--- src/rtl/gen_velocidades.sv ---
// gen_velocidades: slow/medium/fast one-cycle tick trains plus a saturating race-progress counter,
// gated by an IDLE/RUN/CHOQUE FSM. Optional macro VEL_PENALIZACION_EN: a crash subtracts PENALTY (floored at 0).
module gen_velocidades #(
   parameter logic [23:0] DIV0      = 24'd6_000_000,
   parameter logic [23:0] DIV1      = 24'd4_000_000,
   parameter logic [23:0] DIV2      = 24'd2_000_000,
   parameter logic [23:0] PROG_DIV  = 24'd12_500_000,
   parameter logic [8:0]  CONT_MAX  = 9'd400,
   parameter logic [23:0] CRASH_CYC = 24'd25_000_000,
   parameter logic [8:0]  PENALTY   = 9'd50
) (
   input  logic       clk,
   input  logic       rst_n,
   input  logic       start,
   input  logic       choque,
   output logic [8:0] contador,
   output logic [2:0] v,
   output logic       corriendo
);

`ifdef VEL_PENALIZACION_EN
   localparam logic PEN_EN = 1'b1;
`else
   localparam logic PEN_EN = 1'b0;
`endif
   // With the feature off the effective penalty is zero, so a crash leaves contador untouched.
   localparam logic [8:0]  PEN_EFF = PEN_EN ? PENALTY : 9'd0;
   localparam logic [71:0] DIV_VEC = {DIV2, DIV1, DIV0};

   typedef enum logic [1:0] {
      ST_IDLE   = 2'd0,
      ST_RUN    = 2'd1,
      ST_CHOQUE = 2'd2
   } state_t;

   state_t      r_state;
   state_t      w_state_nxt;
   logic        w_enter_run;
   logic        w_enter_crash;
   logic        w_advance;
   logic        w_crash_done;

   logic [23:0] r_div [3];
   logic [2:0]  w_div_tc;
   logic [2:0]  r_v;
   logic [23:0] r_pdiv;
   logic        w_pdiv_tc;
   logic [8:0]  r_cont;
   logic [8:0]  w_cont_pen;
   logic [23:0] r_tmr;

   always_ff @(posedge clk or negedge rst_n) begin
      if (!rst_n) begin
         r_state <= ST_IDLE;
      end else begin
         r_state <= w_state_nxt;
      end
   end

   assign w_crash_done = (r_tmr == CRASH_CYC - 24'd1);

   always_comb begin
      w_state_nxt   = r_state;
      w_enter_run   = 1'b0;
      w_enter_crash = 1'b0;
      w_advance     = 1'b0;
      case (r_state)
         ST_IDLE: begin
            if (start) begin
               w_state_nxt = ST_RUN;
               w_enter_run = 1'b1;
            end
         end
         ST_RUN: begin
            // A crash beats any terminal count on the same edge: nothing advances.
            if (choque) begin
               w_state_nxt   = ST_CHOQUE;
               w_enter_crash = 1'b1;
            end else begin
               w_advance = 1'b1;
            end
         end
         ST_CHOQUE: begin
            if (w_crash_done) begin
               w_state_nxt = ST_RUN;
            end
         end
         default: begin
            w_state_nxt = ST_IDLE;
         end
      endcase
   end

   always_comb begin
      w_div_tc = '0;
      for (int unsigned i = 0; i < 3; i++) begin
         w_div_tc[i] = (r_div[i] == DIV_VEC[i*24 +: 24] - 24'd1);
      end
   end

   always_ff @(posedge clk or negedge rst_n) begin
      if (!rst_n) begin
         for (int unsigned i = 0; i < 3; i++) begin
            r_div[i] <= '0;
         end
         r_v <= '0;
      end else begin
         r_v <= '0;
         if (w_enter_run) begin
            for (int unsigned i = 0; i < 3; i++) begin
               r_div[i] <= '0;
            end
         end else if (w_advance) begin
            for (int unsigned i = 0; i < 3; i++) begin
               if (w_div_tc[i]) begin
                  r_div[i] <= '0;
                  r_v[i]   <= 1'b1;
               end else begin
                  r_div[i] <= r_div[i] + 24'd1;
               end
            end
         end
      end
   end

   assign w_pdiv_tc  = (r_pdiv == PROG_DIV - 24'd1);
   assign w_cont_pen = (r_cont > PEN_EFF) ? (r_cont - PEN_EFF) : '0;

   always_ff @(posedge clk or negedge rst_n) begin
      if (!rst_n) begin
         r_pdiv <= '0;
         r_cont <= '0;
      end else if (w_enter_run) begin
         r_pdiv <= '0;
         r_cont <= '0;
      end else if (w_enter_crash) begin
         r_cont <= w_cont_pen;
      end else if (w_advance) begin
         if (w_pdiv_tc) begin
            r_pdiv <= '0;
            if (r_cont < CONT_MAX) begin
               r_cont <= r_cont + 9'd1;
            end
         end else begin
            r_pdiv <= r_pdiv + 24'd1;
         end
      end
   end

   always_ff @(posedge clk or negedge rst_n) begin
      if (!rst_n) begin
         r_tmr <= '0;
      end else if (w_enter_run || w_enter_crash) begin
         r_tmr <= '0;
      end else if (r_state == ST_CHOQUE) begin
         if (w_crash_done) begin
            r_tmr <= '0;
         end else begin
            r_tmr <= r_tmr + 24'd1;
         end
      end
   end

   assign contador  = r_cont;
   assign v         = r_v;
   assign corriendo = (r_state == ST_RUN);

endmodule

--- config.mk ---
export PLATFORM = sky130hd
export DESIGN_NAME = gen_velocidades
export DESIGN_NICKNAME = d
export VERILOG_FILES = /design/src/rtl/gen_velocidades.sv
export SDC_FILE = /design/constraint.sdc
export NUM_CORES = 1
export LEC_CHECK = 0
export CAP_MARGIN = 10
export CORE_ASPECT_RATIO = 0.8
export CORE_MARGIN = 4
export CORE_UTILIZATION = 45
export DETAILED_ROUTE_END_ITERATION = 10
export HOLD_SLACK_MARGIN = 0.12
export PLACE_DENSITY = 0.67
export SYNTH_ARGS = -nofsm -noshare
export SYNTH_HDL_FRONTEND = slang
export SYNTH_SLANG_ARGS = --single-unit
--- constraint.sdc ---
create_clock -name clk -period 3.6 [get_ports clk]
set_clock_uncertainty 0.15 [all_clocks]
set_input_delay 0.72 -clock clk [delete_from_list [all_inputs] [get_ports clk]]
set_output_delay 0.72 -clock clk [all_outputs]
set_load 0.01 [all_outputs]
==> flow_metrics.env <==
export IMPL_setup_viol=0
export IMPL_numCtsBuffers=17
export IMPL_cp_end_kind="flop"
export IMPL_ys_flop_type="dfrtp_1"
export IMPL_drv_cap=0
export IMPL_clk_pin_slew_ns=0.06
export IMPL_wl_um=16600
export IMPL_coreArea_um2=15800
export IMPL_synth_warnings=0
export IMPL_worst_pin_slew_ns=1.02
export IMPL_powerDensity_nw_per_um2=539
export IMPL_io_pin_count=17
export IMPL_hpwl_um=11000
export IMPL_start_util_pct=46.1
export IMPL_layout_nets=837
export IMPL_seq_area_um2=3350
export IMPL_dpl_instance_area_um2=7750
export IMPL_critPathMaxFanout=14
export IMPL_design_area_um2=8420
export IMPL_cts_tree="done"
export IMPL_cp_required_ns=3.73
export IMPL_grt_overflow=0
export IMPL_gp_congestion=0.827
export IMPL_n_antenna_cell=0
export IMPL_detail_route_antenna_nets=0
export IMPL_layout_cells_non_filler=1054
export IMPL_cts_buffer_depth=2
export IMPL_critPathKind="flop to flop"
export IMPL_power_leakage_nw=3.64
export IMPL_core_rowCount=41
export IMPL_cts_htree_levels=4
export IMPL_drive_gt1_share_pct=8.10
export IMPL_io_buffers=16
export IMPL_synth_nets=814
export IMPL_gr_usage_all_layers_pct=19.6
export IMPL_fmaxAchievable_mhz=362
export IMPL_syn_area_per_cell_um2=9.07
export IMPL_cp_slowest_cell="or4b_1"
export IMPL_path_buf_inv=0
export IMPL_cts_repair_resized=0
export IMPL_vias=6064
export IMPL_synth_sequential_area_ratio_pct=46.0
export IMPL_antenna_found_initial=0
export IMPL_dp_cells=1022
export IMPL_ys_types=63
export IMPL_insertion_delay_ns=0.43
export IMPL_path_cells="or4b_1 > or3_1 > or4_1 > o21ai_2 > nor2_1"
export IMPL_hold_violations=0
export IMPL_die_h_um=122
export IMPL_grt_max_degree=66
export IMPL_cts_root_buf="clkbuf_16"
export IMPL_worstPathArrival_ns=2.90
export IMPL_total_power_mw=4.54
export IMPL_vias_per_cell=5.75
export IMPL_dr_pass1_iters=5
export IMPL_grt_pass1_wl_um=29200
export IMPL_grt_pass1_vias=5741
export IMPL_synth_seq_cells=134
export IMPL_syn2layout_area_growth_pct=15.6
export IMPL_final_core_util_pct=53.3
export IMPL_rsz0062_at_grt="false"
export IMPL_route_detailed_drc=0
export IMPL_hp_class="input port to async pin"
export IMPL_ctsHoldBuffers=0
export IMPL_tns_ns=0
export IMPL_post_cts_buffers=0
export IMPL_report_final_slew_viol_count=0
export IMPL_slowest_delay_ns=0.56
export IMPL_async_flop_share_pct=100
export IMPL_clock_sinks=134
export IMPL_synth_edf_count=0
export IMPL_status="finished clean"
export IMPL_die_area_um2=18300
export IMPL_period_needed_ns=2.76
export IMPL_startpoint_type="flop"
export IMPL_die_w_um=150
export IMPL_wl_per_cell_um=15.8
export IMPL_synth_cells=803
export IMPL_fin_crit_sh_pct=76.8
export IMPL_synth_area_um2=7290
export IMPL_drt_first_iter_violations=432
export IMPL_cpLargestDelayFamily="simple AND/OR/NAND/NOR gates"
export IMPL_multi_input_area_um2=3760
export IMPL_fillers=1458
export IMPL_ir_drop_mv=0.370
export IMPL_max_slew_margin_pct=31.8
==> stage by stage <==
step | setup WS (ns) | hold slack, ns
floorplan | 1.08 | 0.274
global placement | 0.618 | 0.323
detailed placement | 0.540 | 0.318
CTS | 0.803 | 0.151
global route | 0.658 | 0.174
finish | 0.836 | 0.135
==> cell usage in the layout, fill, tap and decap left out, drive strengths merged, types with 3 or more instances in the layout <==
cell	instances
and4	16
o211ai	7
and2	7
nand2	74
clkinv	5
buf	20
a31oi	31
mux2i	4
xor2	34
and3	27
a22o	3
a21o	10
inv	14
nand4	33
xnor2	34
a32oi	3
or3	8
a21oi	38
ha	7
a41oi	5
dfrtp	134
nor3	29
o21bai	3
or4	9
clkdlybuf4s50	15
o21ai	21
nor4b	4
nand2b	18
bufinv	6
clkbuf	19
nand3	51
nor4	18
nand3b	3
or2	4
nor2	95
==> cell families after synthesis <==
kind of cell / Yosys count / share of synthesized area [%]
AND/OR/NAND/NOR: 411 / 29.7
multiplexers: 6 / 0.859
flip-flops: 134 / 46.0
adder cells (fa/ha/maj): 7 / 1.20
buffers and inverters: 45 / 2.44
XOR/XNOR: 68 / 8.17
AO/OA/AOI/OAI: 132 / 11.6
==> registers in the layout, summed over array words and instances, names as in the netlist <==
| register | cells |
|---|---|
| r_div | 72 |
| r_pdiv | 24 |
| r_tmr | 24 |
| contador | 9 |
| v | 3 |
| r_state | 2 |
==> cells in the mapped netlist (2+ instances only) <==
cell type	instances	area (um2)
nand2b_1	18	113
o21a_1	2	15.0
a21oi_1	38	190
nor4bb_1	2	20.0
ha_1	7	87.6
nand3_1	51	255
nand2_1	74	278
nor4_1	17	106
dfrtp_1	134	3350
or2_2	4	25.0
or3_1	7	43.8
nor2_1	95	357
inv_1	14	52.6
and2_1	5	31.3
a21o_1	10	75.1
a22o_1	3	26.3
nor2b_1	2	12.5
a31oi_1	31	194
xnor2_1	34	298
mux2i_1	4	40.0
or4_1	9	67.6
nor3_1	29	145
nand3b_1	3	22.5
and3_1	27	169
clkbuf_1	28	105
nor4b_1	4	35.0
and2_0	2	12.5
o211ai_1	7	52.6
xor2_1	34	298
and4b_1	2	20.0
mux2_2	2	22.5
or3b_2	2	17.5
a41oi_1	5	43.8
o21bai_1	3	22.5
nand4_1	33	206
a32oi_1	3	26.3
and4_1	15	131
o21ai_0	18	90.1
==> routing by layer <==
metal | share of wire (%) | GRT usage (%)
met1 | 51 | 29.9
met2 | 44 | 28.3
met3 | 4.6 | 4.09
met4 | 1.1 | 5.20
met5 | 0 | 0
==> final cells by class <==
cell class	count	area share, %
timing repair buffer	35	3.76
clock inverter	13	2.70
sequential	134	39.8
tap	215	3.19
clock buffer	19	5.26
inverter	14	0.624
multi-input combinational	624	44.7
==> final timing paths <==
check                                       startpoint                     end  slack (ns)  cells after the start
worst min register to register  r_pdiv[20]$_DFFE_PN0P_  r_pdiv[20]$_DFFE_PN0P_        0.33                      1
worst min-delay path                             rst_n   r_div[51]$_DFFE_PN0P_        0.14                      1
min in group clk                r_pdiv[20]$_DFFE_PN0P_  r_pdiv[20]$_DFFE_PN0P_        0.33                      1
worst max-delay path             r_div[34]$_DFFE_PN0P_   r_div[34]$_DFFE_PN0P_        0.84                      5
max in group asynchronous                        rst_n   r_div[45]$_DFFE_PN0P_        2.44                      2
worst max register to register   r_div[34]$_DFFE_PN0P_   r_div[34]$_DFFE_PN0P_        0.84                      5
==> where the power goes <==
group,switching [mW],internal [mW],total [mW]
registers,0.101,1.58,1.68
logic,0.602,0.276,0.878
clock network,0.671,1.31,1.99
total,1.37,3.17,4.54
Note: power is estimated with default switching activity, not from simulation.
